**config.mk**
```make
export PLATFORM = sky130hd
export DESIGN_NAME = dyser_input_port
export DESIGN_NICKNAME = d
export VERILOG_FILES = /design/src/rtl/dyser_input_port_pkg.sv /design/src/rtl/dyser_input_port_fifo.sv /design/src/rtl/dyser_input_port.sv
export SDC_FILE = /design/constraint.sdc
export NUM_CORES = 1
export LEC_CHECK = 0
export ABC_AREA = 1
export BUFFER_PORTS_ARGS = -buffer_cell sky130_fd_sc_hd__buf_2
export CAP_MARGIN = 20
export CORE_MARGIN = 3
export CORE_UTILIZATION = 54
export CTS_BUF_LIST = sky130_fd_sc_hd__clkbuf_8 sky130_fd_sc_hd__clkbuf_16
export CTS_CLUSTER_SIZE = 40
export DETAILED_ROUTE_END_ITERATION = 7
export MAX_ROUTING_LAYER = met4
export PLACE_DENSITY = 0.78
export SETUP_SLACK_MARGIN = 0.4
export SLEW_MARGIN = 20
export SYNTH_ARGS = -nofsm -noshare
export SYNTH_HDL_FRONTEND = slang
export SYNTH_HIERARCHICAL = 1
export SYNTH_SLANG_ARGS = --single-unit
```
**constraint.sdc**
```tcl
create_clock -name clk -period 3.9 [get_ports clk]
set_input_delay 0 -clock clk [delete_from_list [all_inputs] [get_ports clk]]
set_output_delay 0 -clock clk [all_outputs]
set_load 0.005 [all_outputs]
```
**src/rtl/dyser_input_port_pkg.sv**
```systemverilog
// dyser_input_port_pkg: shared path-word layout, credit defaults and counter width helper
package dyser_input_port_pkg;
  localparam int VALID_BIT = 0;
  localparam int DEF_DATA_W = 32;
  localparam int DEF_CREDITS = 2;
  function automatic int path_w(input int dw);
    return dw + 1;
  endfunction
  function automatic int cnt_w(input int c);
    return $clog2(c + 1);
  endfunction
endpackage

```
**src/rtl/dyser_input_port_fifo.sv**
```systemverilog
// iport_fifo: synchronous FIFO (push/pop/head/count/full/empty), async active-low reset rst
module iport_fifo #(
  parameter int DEPTH = 4,
  parameter int W = 32
) (
  input  logic                       clk,
  input  logic                       rst,
  input  logic                       push,
  input  logic                       pop,
  input  logic [W-1:0]               din,
  output logic [W-1:0]               head,
  output logic [$clog2(DEPTH):0]     count,
  output logic                       full,
  output logic                       empty
);
  localparam int AW = $clog2(DEPTH);
  logic [W-1:0] mem_q [DEPTH];
  logic [AW-1:0] wr_q, wr_d, rd_q, rd_d;
  logic [AW:0] cnt_q, cnt_d;
  always_comb begin
    wr_d = wr_q + AW'(push);
    rd_d = rd_q + AW'(pop);
    cnt_d = cnt_q + (AW+1)'(push) - (AW+1)'(pop);
  end
  always_ff @(posedge clk or negedge rst)
    if (!rst) begin
      wr_q <= '0;
      rd_q <= '0;
      cnt_q <= '0;
    end else begin
      wr_q <= wr_d;
      rd_q <= rd_d;
      cnt_q <= cnt_d;
    end
  always_ff @(posedge clk)
    if (push) mem_q[wr_q] <= din;
  assign head = mem_q[rd_q];
  assign count = cnt_q;
  assign full = cnt_q == (AW+1)'(DEPTH);
  assign empty = cnt_q == '0;
endmodule

```
**src/rtl/dyser_input_port.sv**
```systemverilog
// dyser_input_port: credit-based transmit port; clk, rst (async active-low), enable, in_* host handshake, d_out path word, credit_in/credit_cnt, cred_err (IPORT_CREDIT_CHECK_EN)
module dyser_input_port
  import dyser_input_port_pkg::*;
#(
  parameter int DATA_W = DEF_DATA_W,
  parameter int FIFO_DEPTH = 4,
  parameter int CREDITS = DEF_CREDITS
) (
  input  logic                         clk,
  input  logic                         rst,
  input  logic                         enable,
  input  logic [DATA_W-1:0]            in_data,
  input  logic                         in_valid,
  output logic                         in_ready,
  output logic [path_w(DATA_W)-1:0]    d_out,
  input  logic                         credit_in,
  output logic [cnt_w(CREDITS)-1:0]    credit_cnt,
  output logic                         cred_err
);
  localparam int CW = cnt_w(CREDITS);
  localparam int AW = $clog2(FIFO_DEPTH);
  logic [DATA_W-1:0] fifo_head;
  logic [AW:0] fifo_count;
  logic fifo_full, fifo_empty, send;
  logic [CW-1:0] cnt_q, cnt_d;
  logic [path_w(DATA_W)-1:0] d_out_q, d_out_d;
  iport_fifo #(.DEPTH(FIFO_DEPTH), .W(DATA_W)) u_fifo (
    .clk(clk), .rst(rst), .push(in_valid & ~fifo_full), .pop(send), .din(in_data),
    .head(fifo_head), .count(fifo_count), .full(fifo_full), .empty(fifo_empty)
  );
  assign in_ready = fifo_count != (AW+1)'(FIFO_DEPTH);
  assign send = ~fifo_empty & (cnt_q != '0) & enable;
  always_comb begin
    d_out_d = send ? {fifo_head, 1'b1} : '0;
    cnt_d = (send & ~credit_in) ? cnt_q - CW'(1) :
            (credit_in & ~send & cnt_q != CW'(CREDITS)) ? cnt_q + CW'(1) : cnt_q;
  end
  always_ff @(posedge clk or negedge rst)
    if (!rst) begin
      cnt_q <= CW'(CREDITS);
      d_out_q <= '0;
    end else begin
      cnt_q <= cnt_d;
      d_out_q <= d_out_d;
    end
`ifdef IPORT_CREDIT_CHECK_EN
  logic err_q, err_d;
  // a return with no outstanding token (counter already full, nothing sent) is a protocol error
  assign err_d = err_q | (credit_in & ~send & cnt_q == CW'(CREDITS));
  always_ff @(posedge clk or negedge rst)
    if (!rst) err_q <= 1'b0;
    else err_q <= err_d;
  assign cred_err = err_q;
`else
  assign cred_err = 1'b0;
`endif
  assign d_out = d_out_q;
  assign credit_cnt = cnt_q;
endmodule

```
==> flow_summary.ini <==
[detailed_routing]
first_pass_iters = 5
drcViolationCount = 0
via_count = 4671
avgViaCountPerCell = 4.85
routed_wl_um = 14200
antenna_left = 0
drtIter0Drc = 285
wl_per_cell_um = 14.8

[global_routing]
gr-usage-all-layers_pct = 21.7
grt_max_degree = 66
grt-busiest-layer = met2
grt_pass1_vias = 4793
use_met1_pct = 24.4
grt_pass1_wl_um = 22900
grt_util_met3_pct = 4.52
grtUsageMet2_pct = 36.7
overflow = 0
antenna_found_initial = 0

[yosys]
synth_top_family_by_area = simple AND/OR/NAND/NOR gates
synth-xor-area-share_pct = 0.249
ys_ff_latch = 170
synth_cell_types = 20
synth_area_um2 = 7030
synthCells = 667
synth_mux_area_share_pct = 0
synth_compound_area_share_pct = 0
syn_nets = 709
seq_area_frac_synth_pct = 69.7
yosysWarningCount = 6
synth_fa_ha_area_share_pct = 0.997
syn_area_per_cell_um2 = 10.5
yosys.area_share.simple_pct = 16.9

[floorplanning]
floorplan.die.height_um = 120
die_area_um2 = 14400
die_w_um = 120
start_util_pct = 55.5
core_um2 = 12700
io_pins = 74
num_rows = 41

[setup_path]
critPathLaunchType = flop
crit_path_start = u_fifo/count[1]$_DFF_PN0_
required_ps = 4210
endpoint = u_fifo/count[2]$_DFF_PN0_
path_class = flop to flop
r2r-end = u_fifo/count[2]$_DFF_PN0_
reg2reg_depth = 12
r2r_slack_ps = 1310
r2r-start = u_fifo/count[1]$_DFF_PN0_
end_kind = flop
crit_path_max_fanout = 34
cp.arrival_ps = 2900

[clocking]
cts_setup_buffers = 0
path_clk_slew_ps = 60
cts_sinks = 170
clk_latency_ps = 420
ctsResizeCount = 0
cts_tree = done
numCtsBuffers = 17
cts_root_buf = clkbuf_16
cts.htree.levels = 4
cts_buffer_depth = 2

[timing]
slew_headroom_pct = 34.5
fin_crit_sh_pct = 66.4
clock-skew-final_ps = 7.37
fin_hold_ws_ps = 101
setup_viol = 0
finalHoldViolCount = 0
worstMarginPinSlew_ps = 983
tns_ps = 0
fmax_mhz = 386
rsz0062_at_grt = false
min_period_ps = 2590
drv_slew = 0

[pwr]
seq_power_share_pct = 41.9
power_leakage_nw = 4.20
power_density_nw_per_um2 = 731
ir_drop_mv = 0.356
p_sw_share_pct = 33.5
power_mw = 6.19
p_int_mw = 4.12
p_clk_share_pct = 27.8
p_sw_mw = 2.08
pwr-share-comb_pct = 30.3

[cells_and_area]
final_core_util_pct = 66.8
synthToLayoutAreaGrowth_pct = 20.5
mostFrequentLayoutCells = 177 x inv_1, 176 x nand2_1, 128 x edfxtp_1
mostFrequentLayoutCell = inv_1
fin_cells = 963
n_antenna_cell = 0
drive_gt1_share_pct = 15.5
fillers = 928
nets = 820

[placement]
dp_hpwl_um = 8150
port_buffers = 72
dp.cells = 897
finalWeightedCongestion = 0.708

[run_status]
status = finished clean

[flow_run]
drv_cap = 0

[min_path]
hold_path.class = primary input to flop
power groups by stage:
stage	Combinational, mW	Sequential [mW]	Clock [mW]
after floorplan	1.30	2.64	0
after global placement	1.75	2.60	0
after detailed placement	1.84	2.62	0
after CTS	1.89	2.59	1.75
after global routing	2.13	2.63	1.83
final	1.88	2.59	1.72
logic make-up (layout without fill, tap and decap cells):
logic type,count (synthesis),after routing
simple gates,288,288
fa+ha+maj,5,5
other cells,1,1
flops,170,170
xor+xnor,2,2
buf+inv,201,325
repair_timing:
| action | in CTS | in global routing |
|---|---|---|
| hold buffers | 34 | 0 |
| setup endpoints to repair | 0 | 0 |
| hold endpoints to repair | 171 | 0 |
through the flow:
step	cell area [um^2]	setup WS (ps)
floorplan	7030	468
global placement	7510	1410
detailed placement	7510	1320
CTS	8460	1290
global route	8470	1060
finish	8470	1310
Yosys cell counts:
cell type	instances	area, um^2
buf_2	12	60.1
buf_4	2	15.0
buf_6	10	113
clkinv_2	1	5.00
conb_1	1	3.75
dfrtp_1	41	1030
dfstp_2	1	26.3
edfxtp_1	128	3840
fa_1	1	20.0
ha_1	4	50.1
inv_1	173	649
inv_2	3	11.3
nand2_1	176	661
nand2_2	1	6.26
nand2_4	1	11.3
nand3_1	69	345
nor2_1	34	128
nor2_2	1	6.26
nor3_1	6	30.0
xor2_1	2	17.5
layer usage:
layer	up-vias	share of wire, %
met3	40	4.9
met5	-	0
li1	2247	-
met4	0	2.8
met2	165	53
met1	2219	39
critical path, cell delays in order, from the launching register on:
cell,delay [ps]
dfrtp_1,430
nor3_1,240
nor2_2,90
nand2_4,340
clkinv_2,180
ha_1,310
inv_1,40
ha_1,180
fa_1,380
inv_1,70
nand2_1,70
nand3_1,90
nand2_1,60
layout make-up:
| class | instances | area (um^2) | share of cell area, % |
|---|---|---|---|
| multi-input combinational | 296 | 1300 | 15.3 |
| clock buffer | 17 | 425 | 5.03 |
| tap | 172 | 215 | 2.54 |
| timing repair buffer | 116 | 776 | 9.16 |
| clock inverter | 15 | 186 | 2.20 |
| inverter | 177 | 667 | 7.88 |
| sequential | 170 | 4900 | 57.8 |
flip-flops by register name, summed over array words and instances (netlist names):
| register | cells |
|---|---|
| d_out | 33 |
| credit_cnt | 2 |
| u_fifo/wr_q | 2 |
| u_fifo/mem_q | 128 |
| u_fifo/count | 3 |
| u_fifo/rd_q | 2 |
worst min-delay path by stage:
stage,from,end,slack (ps),depth (start not counted)
CTS,enable,credit_cnt[1]$_DFFE_PN1P_,70,7
finish,enable,credit_cnt[0]$_DFFE_PN0P_,100,6
global placement,rst,d_out[25]$_DFF_PN0_,200,1
detailed placement,rst,d_out[25]$_DFF_PN0_,220,1
floorplan,rst,credit_cnt[0]$_DFFE_PN0P_,-300,0
global route,enable,credit_cnt[1]$_DFFE_PN1P_,130,7
Note: power is estimated with default switching activity, not from simulation.
